## config.mk

```make
export PLATFORM = sky130hd
export DESIGN_NAME = tmr2_peripheral
export DESIGN_NICKNAME = d
export VERILOG_FILES = /design/src/rtl/tmr2_pkg.sv /design/src/rtl/tmr2_scaler.sv /design/src/rtl/tmr2_peripheral.sv
export SDC_FILE = /design/constraint.sdc
export NUM_CORES = 1
export LEC_CHECK = 0
export BUFFER_PORTS_ARGS = -buffer_cell sky130_fd_sc_hd__buf_2
export CORE_ASPECT_RATIO = 1.75
export CORE_MARGIN = 2
export CORE_UTILIZATION = 60
export CTS_CLUSTER_SIZE = 20
export DETAILED_ROUTE_END_ITERATION = 16
export PLACE_DENSITY = 0.84
export SETUP_SLACK_MARGIN = 0.15
export SYNTH_ARGS = -nofsm -noshare
export SYNTH_HDL_FRONTEND = slang
export SYNTH_SLANG_ARGS = --single-unit
```

## constraint.sdc

```tcl
create_clock -name clk -period 6.5 [get_ports clk]
set_input_delay 0.325 -clock clk [delete_from_list [all_inputs] [get_ports clk]]
set_output_delay 0.325 -clock clk [all_outputs]
set_load 0.02 [all_outputs]
```

## src/rtl/tmr2_pkg.sv

```systemverilog
`default_nettype none
// ============================================================================
// Module      : tmr2_pkg
// Description : Shared types, reset constants and helper for the Timer2
//               peripheral (T2CON layout, default file addresses, prescale
//               ratio decode).
// Revision    : 1.0 - initial release
// ============================================================================
package tmr2_pkg;

   // Default file addresses on the external peripheral bus
   localparam logic [8:0] TMR2_ADDR_DFLT  = 9'h011;
   localparam logic [8:0] T2CON_ADDR_DFLT = 9'h012;
   localparam logic [8:0] PR2_ADDR_DFLT   = 9'h092;

   localparam logic [7:0] PR2_RST_VAL = 8'hFF;

   typedef enum logic [1:0] {
      CKPS_1_1     = 2'b00,
      CKPS_1_4     = 2'b01,
      CKPS_1_16    = 2'b10,
      CKPS_1_16_HI = 2'b11
   } ckps_e;

   // Implemented bits of T2CON; bit 7 is not stored and reads as zero.
   typedef struct packed {
      logic [3:0] toutps;
      logic       tmr2on;
      ckps_e      ckps;
   } t2con_t;

   // Terminal count of the 4-bit prescale counter for a given T2CKPS.
   function automatic logic [3:0] prescale_limit(input ckps_e ckps);
      case (ckps)
         CKPS_1_1: prescale_limit = 4'd0;
         CKPS_1_4: prescale_limit = 4'd3;
         default:  prescale_limit = 4'd15;
      endcase
   endfunction

endpackage
`default_nettype wire

```

## src/rtl/tmr2_scaler.sv

```systemverilog
`default_nettype none
// ============================================================================
// Module      : tmr2_scaler
// Description : 4-bit modulo counter used as the Timer2 prescaler and
//               postscaler. Counts enabled events 0..limit and flags the
//               event that lands on the terminal count.
// Ports       : clk, rst (async, active high), clr (sync clear, wins over
//               en), en (count event), limit[3:0] (terminal count),
//               wrap (combinational, high on the event that returns to 0).
// Revision    : 1.0 - initial release
// ============================================================================
module tmr2_scaler (
   input  logic       clk,
   input  logic       rst,
   input  logic       clr,
   input  logic       en,
   input  logic [3:0] limit,
   output logic       wrap
);

   logic [3:0] cnt_q;
   logic [3:0] cnt_d;

   // Combinational so the owner acts on the same edge the count wraps.
   assign wrap = en & ~clr & (cnt_q == limit);

   always_comb begin
      cnt_d = cnt_q;
      if (clr) begin
         cnt_d = 4'd0;
      end else if (en) begin
         cnt_d = wrap ? 4'd0 : cnt_q + 4'd1;
      end
   end

   always_ff @(posedge clk or posedge rst) begin
      if (rst) begin
         cnt_q <= 4'd0;
      end else begin
         cnt_q <= cnt_d;
      end
   end

endmodule
`default_nettype wire

```

## src/rtl/tmr2_peripheral.sv

```systemverilog
`default_nettype none
// ============================================================================
// Module      : tmr2_peripheral
// Description : Timer2 on the core's external peripheral bus. 8-bit timer
//               with prescaler, PR2 period match and postscaler. Owns TMR2,
//               T2CON and PR2 and requests PIR1.TMR2IF.
// Ports       : clk, rst (async, active high)
//               clkout          - clk/4 instruction-cycle strobe (sampled)
//               periph_addr     - file address
//               periph_data_in  - write data
//               periph_wr_en    - one-cycle write strobe
//               periph_data_out - read data, 8'h00 for foreign addresses
//               tmr2if_set_en   - one-cycle request to set TMR2IF
//               tmr2_match      - one-cycle pulse on each TMR2==PR2 reload
// Revision    : 1.0 - initial release
// ============================================================================
module tmr2_peripheral
   import tmr2_pkg::*;
#(
   parameter logic [8:0] ADDR_TMR2  = TMR2_ADDR_DFLT,
   parameter logic [8:0] ADDR_T2CON = T2CON_ADDR_DFLT,
   parameter logic [8:0] ADDR_PR2   = PR2_ADDR_DFLT
) (
   input  logic       clk,
   input  logic       rst,
   input  logic       clkout,
   input  logic [8:0] periph_addr,
   input  logic [7:0] periph_data_in,
   input  logic       periph_wr_en,
   output logic [7:0] periph_data_out,
   output logic       tmr2if_set_en,
   output logic       tmr2_match
);

   logic       clkout_q;
   logic [7:0] tmr2_q,  tmr2_d;
   logic [7:0] pr2_q,   pr2_d;
   t2con_t     t2con_q, t2con_d;
   logic       match_q;
   logic       tmr2if_q;

   logic       tick;
   logic       wr_tmr2, wr_t2con, wr_pr2;
   logic       cnt_clr;
   logic       pre_en, pre_wrap;
   logic       tmr_match;
   logic       post_wrap;
   logic [3:0] pre_limit;

   assign tick     = clkout & ~clkout_q;
   assign wr_tmr2  = periph_wr_en & (periph_addr == ADDR_TMR2);
   assign wr_t2con = periph_wr_en & (periph_addr == ADDR_T2CON);
   assign wr_pr2   = periph_wr_en & (periph_addr == ADDR_PR2);

   // A TMR2/T2CON write restarts both scalers and swallows a coinciding tick.
   assign cnt_clr   = wr_tmr2 | wr_t2con;
   assign pre_en    = tick & t2con_q.tmr2on & ~cnt_clr;
   assign pre_limit = prescale_limit(t2con_q.ckps);

   // pr2_q is the pre-write value, so a same-cycle PR2 write compares old PR2.
   assign tmr_match = pre_wrap & (tmr2_q == pr2_q);

   tmr2_scaler u_prescaler (
      .clk   (clk),
      .rst   (rst),
      .clr   (cnt_clr),
      .en    (pre_en),
      .limit (pre_limit),
      .wrap  (pre_wrap)
   );

   tmr2_scaler u_postscaler (
      .clk   (clk),
      .rst   (rst),
      .clr   (cnt_clr),
      .en    (tmr_match),
      .limit (t2con_q.toutps),
      .wrap  (post_wrap)
   );

   always_comb begin
      tmr2_d  = tmr2_q;
      t2con_d = t2con_q;
      pr2_d   = pr2_q;
      if (wr_tmr2) begin
         tmr2_d = periph_data_in;
      end else if (pre_wrap) begin
         tmr2_d = tmr_match ? 8'h00 : tmr2_q + 8'd1;
      end
      if (wr_t2con) begin
         t2con_d = t2con_t'(periph_data_in[6:0]);
      end
      if (wr_pr2) begin
         pr2_d = periph_data_in;
      end
   end

   always_ff @(posedge clk or posedge rst) begin
      if (rst) begin
         clkout_q <= 1'b0;
         tmr2_q   <= 8'h00;
         t2con_q  <= t2con_t'(7'h00);
         pr2_q    <= PR2_RST_VAL;
         match_q  <= 1'b0;
         tmr2if_q <= 1'b0;
      end else begin
         clkout_q <= clkout;
         tmr2_q   <= tmr2_d;
         t2con_q  <= t2con_d;
         pr2_q    <= pr2_d;
         match_q  <= tmr_match;
         tmr2if_q <= post_wrap;
      end
   end

   always_comb begin
      periph_data_out = 8'h00;
      if (periph_addr == ADDR_TMR2) begin
         periph_data_out = tmr2_q;
      end else if (periph_addr == ADDR_T2CON) begin
         periph_data_out = {1'b0, t2con_q};
      end else if (periph_addr == ADDR_PR2) begin
         periph_data_out = pr2_q;
      end
   end

   assign tmr2_match    = match_q;
   assign tmr2if_set_en = tmr2if_q;

endmodule
`default_nettype wire

```

# Word level (Yosys, flattened, before mapping)
# Index checks and enable logic that the tools add are counted.
[totals]
mem_count = 0
latchBits = 0
register_bits = 34
romBits = 0
ramBits = 0
[op_classes]
add_sub_neg = 3
magnitude_cmp = 0
n_eq_ne = 7
n_mux = 13
div_mod_pow = 0
n_shift = 0
n_reduce_logical = 4
mul = 0
bitwise = 14
[ops]
columns = ["op", "n"]
rows = [
  ["$mux W8", 6],
  ["$mux W4", 6],
  ["$eq A9 B5 Y1 const B", 2],
  ["$and A1 B1 Y1", 11],
  ["$eq A9 B8 Y1 const B", 1],
  ["$add A4 B1 Y4 const B", 2],
  ["$add A8 B1 Y8 const B", 1],
  ["$eq A4 B4 Y1", 2],
  ["$eq A8 B8 Y1", 1],
  ["$pmux W4 S2", 1],
  ["$reduce_bool A2 Y1", 3],
  ["$eq A2 B1 Y1 const B", 1],
  ["$logic_not A2 Y1", 1],
  ["$not A1 Y1", 2],
  ["$or A1 B1 Y1", 1],
]

# Longest topological paths before layout
[depth]
ltp_word = 13
mapped_depth = 7
ltp_nobuf = 6

# Modules after synthesis
# Synthesis repeated with hierarchy kept, for this count alone.
[unflattened]
hier_cells = 205
area_unflattened_um2 = 2168.3
[by_module_without_submodules]
columns = ["module", "area_per_inst_um2", "instances", "cells_per_inst", "seq_area_each_um2"]
rows = [
  ["tmr2_peripheral", 1547.7, 1, 145, 660.6],
  ["tmr2_scaler", 310.3, 2, 30, 100.1],
]

# Least setup slack after synthesis
# Ideal clock, no wire load.
[synth_timing]
path_kind = "reg2reg"
from = "register u_prescaler.cnt_q[0]"
to = "register tmr2_q[3]"
required_time_ps = 6418
setup_slack_ps = 4350
path_buffers = 1
path_stages_with_launch = 7
period_less_slack_ps = 2150
arrival_time_ps = 2069
setup_ps = 82
cell_sequence = "dfrtp_1 or3_4 a2111oi_4 o211ai_2 buf_6 or4_1 a31oi_1"
[synth_between]
elab_chain_len = 6
[synth_lines]
columns = ["item", "line_no", "text"]
rows = [
  ["start: declaration", "tmr2_scaler.sv:21", "logic [3:0] cnt_q;"],
  ["start signal: assignment", "tmr2_scaler.sv:40", "cnt_q <= cnt_d;"],
  ["$eq A4 B4 Y1 (*)", "tmr2_scaler.sv:25", "assign wrap = en & ~clr & (cnt_q == limit);"],
  ["$and A1 B1 Y1 (*)", "tmr2_scaler.sv:25", ""],
  ["$and A1 B1 Y1", "tmr2_peripheral.sv:61", "assign tmr_match = pre_wrap & (tmr2_q == pr2_q);"],
  ["$mux W8", "tmr2_peripheral.sv:88", "tmr2_d = tmr_match ? 8'h00 : tmr2_q + 8'd1;"],
  ["$mux W8", "tmr2_peripheral.sv:87", "end else if (pre_wrap) begin"],
  ["$mux W8", "tmr2_peripheral.sv:85", "if (wr_tmr2) begin"],
  ["end signal: assignment", "tmr2_peripheral.sv:108", "tmr2_q <= tmr2_d;"],
  ["end: declaration", "tmr2_peripheral.sv:36", "logic [7:0] tmr2_q, tmr2_d;"],
]
# Mark *: on every way between the ends. The rest lies on a longest branch, timed or not. The select of a mux whose other input is x is not followed.
# A chain may end at the register's enable or synchronous reset.

# Worst setup path after layout
[layout_timing]
from = "input port periph_addr[8]"
to = "output port periph_data_out[0]"
[layout_between]
elab_chain_len = 4
[layout_lines]
columns = ["item", "line_no", "text"]
rows = [
  ["start: declaration", "tmr2_peripheral.sv:27", "input logic [8:0] periph_addr,"],
  ["$eq A9 B8 Y1", "tmr2_peripheral.sv:122", "end else if (periph_addr == ADDR_PR2) begin"],
  ["$mux W8", "tmr2_peripheral.sv:122", ""],
  ["$mux W8", "tmr2_peripheral.sv:120", "end else if (periph_addr == ADDR_T2CON) begin"],
  ["$mux W8 (*)", "tmr2_peripheral.sv:118", "if (periph_addr == ADDR_TMR2) begin"],
  ["end: declaration", "tmr2_peripheral.sv:30", "output logic [7:0] periph_data_out,"],
]
# Mark *: on every way between the ends. The rest lies on a longest branch, timed or not.

==> results.ini <==
[final_layout]
fillers=250
layout.cells.most_common_list=30 x buf_2, 26 x dfrtp_1, 15 x mux2_2, 15 x nand2_1
count_of_nets_after_finishing=254
diode_count=0
synthToLayoutAreaGrowth_pct=14.3
final_common_cell=buf_2
share_of_final_layout_standard_cells_stronger_than_drive_strength_1=0.294
fin_cells=274

[floorplanning]
fp.dieArea_um2=3780
die_w_um=47.4
i_o_pins=31
placement_rows=27
core-area_um2=3140
die-height_um=79.9
floorplan.initialDensity=0.628

[critical_path]
crit_path_start=periph_addr[8]
critical_path.endpoint=periph_data_out[0]
cp.required_ns=6.17
max_stage_delay_ns=0.90
critical_path.reg2reg.endpoint=tmr2_q[2]
timing.critical_path.slowest_stage_cell=nor3b_1
path_common_cell=buf_2
crit_arrival_ns=2.25
path_cells=buf_2 > nor3_1 > nand3b_1 > nor3b_1 > a222oi_1 > inv_1 > buf_2
crit_fanout=8
setup.worst_path.start_class=input pin
path_depth_of_the_worst_reg2reg_path=5
critPathKind=input pin to output pin
r2r_start=t2con_q[0]
ff2ff_setup_slack_ns=4.00
crit_path_end_kind=output pin

[timing]
grt_setup_unrepaired=false
timing_worst_slew_pin_value_ns=1.08
maxSlewHeadroom=0.279
finalSetupViolCount=0
layout_worst_path_cycle_share=0.396
drv_slew=0
finalHoldViolCount=0
timing.setup.tns_ns=0
clock-skew-final_ns=0.00484
achievable-frequency_mhz=389
period_minus_slack_ns=2.57

[global_routing]
grt_start_max_net_pins=35
global_route.peak_usage_layer=met2
first_global_vias=1695
globalRouteMet2Util=0.462
grt_pass1_wl_um=7550
antenna_found_initial=0
globalRouteMet3Util=0.0520
overflow=0
groute.usage.overall=0.279
use_met1=0.326

[pwr]
leakagePower_nw=1.13
cellPowerDensity_nw_per_um2=214
total_power_mw=0.483
ir_worst_vdd_mv=0.170

[clocking]
cts.path.max_buffers=2
cts_setup_buffers=0
clock-root-buffer=clkbuf_8
cts_buffers=5
cts-htree-levels=2
cts.sinks=34
tritoncts=yes
worstSkewPairLatency_ns=0.29
cts.clk_slew.worst_paths_ns=0.07
post_cts_resized=0
cts_hold_repair.buffers=0

[detailed_routing]
firstDrtPassIters=4
route.final.wire_length_um=4610
drt_iter0_markers=153
dr_total_vias=1688
drc=0
count_of_nets_left_with_antenna_violations_after_detail_routing=0
avgRoutedWirePerCell_um=16.8
route.detailed.vias_per_inst=6.16

[place]
detailed_place_hpwl_um=3340
gp_congestion=0.814
placed_cells=266
port_buffers=30

[synthesis]
synthDistinctLibCells=46
synth_warnings=0
synth_enable_flop_cells=0
top_cell_type_s_share_of_synthesized_area=0.330
synth_flop_cell=dfrtp_1
syn-cell-area_um2=1970
postSynthRegisterBits=34
yosysSeqAreaShare=0.436
ys_async_sr_fraction=1.00
netlist.top_cell.by_area=dfrtp_1
postSynthCellCount=197
post_synth_net_total=221
syn-mean-instance-area_um2=10.0
netlist_top_cells_area=dfrtp_1 33%, dfstp_2 11%, mux2_2 8.6%

[hold_path]
hp-class=input pin to asynchronous set/reset pin

[outcome]
outcome=completed

[run]
drv.max_cap_violation_count=0

how the worst min path moves through the flow:
stage,slack [ns],endpoint,start,cells after the start
global placement,0.43,u_postscaler.cnt_q[3],rst,3
floorplan,0.36,clkout_q,clkout,0
detailed placement,0.44,u_postscaler.cnt_q[3],rst,3
global route,0.14,t2con_q[4],rst,3
finish,0.11,u_postscaler.cnt_q[3],rst,3
CTS,0.14,u_postscaler.cnt_q[3],rst,3
layer usage:
| metal | part of all wire | up-vias |
|---|---|---|
| met5 | 0 | - |
| met4 | 0.028 | 0 |
| met3 | 0.039 | 11 |
| met2 | 0.56 | 48 |
| met1 | 0.37 | 834 |
| li1 | - | 795 |
logic make-up (layout without fill, tap and decap cells):
group	after synthesis	in the layout	synth area share
AOI/OAI and AO/OA	43	43	0.161
xor gates and xnor gates	13	13	0.0577
adders and majority gates	3	3	0.0190
buffers and inverters	19	53	0.0412
DFF	34	34	0.436
muxes	16	16	0.0906
and+or+nand+nor	69	69	0.195
stage by stage:
| stage | utilization | hold WS [ns] | setup slack (ns) | area [µm²] |
|---|---|---|---|---|
| after floorplan | - | 0.356 | 4.35 | 1970 |
| after global placement | 0.689 | 0.435 | 4.03 | 2160 |
| after detailed placement | 0.689 | 0.438 | 3.97 | 2160 |
| after CTS | 0.718 | 0.136 | 3.97 | 2260 |
| after global routing | 0.718 | 0.136 | 3.80 | 2260 |
| final | 0.718 | 0.106 | 3.93 | 2260 |
Yosys cell counts (7+ instances only):
cell type	n
a222oi_1	7
xor2_1	8
mux2_2	15
a21oi_1	8
dfstp_2	8
nand3_1	7
dfrtp_1	26
o21ai_0	11
inv_1	12
nand2_1	15
nor2_1	12
critical path, delay by kind of cell:
family / cells / cell delay, ns
AOI/OAI and AO/OA: 1 / 0.25
buffers and inverters: 3 / 0.37
and+or+nand+nor: 3 / 1.30
sequential cells by signal (all words and copies together) (netlist names):
register / cells
pr2_q: 8
tmr2_q: 8
t2con_q: 7
u_postscaler.cnt_q: 4
u_prescaler.cnt_q: 4
clkout_q: 1
tmr2_match: 1
tmr2if_set_en: 1
cell type report:
cell class | count | area (µm²) | area share
multi-input cells | 144 | 1030 | 0.458
inverters | 12 | 45.0 | 0.0200
well taps | 43 | 53.8 | 0.0238
clock inverters | 1 | 5.00 | 0.00222
repair buffers | 33 | 173 | 0.0765
flip-flops and latches | 34 | 861 | 0.382
clock buffers | 7 | 86.3 | 0.0383
report_power, final:
group	total [mW]	internal (mW)	switching, mW
clock	0.162	0.0854	0.0767
sequential	0.239	0.224	0.0145
combinational	0.0828	0.0357	0.0471
(Power assumes the default switching activity.)
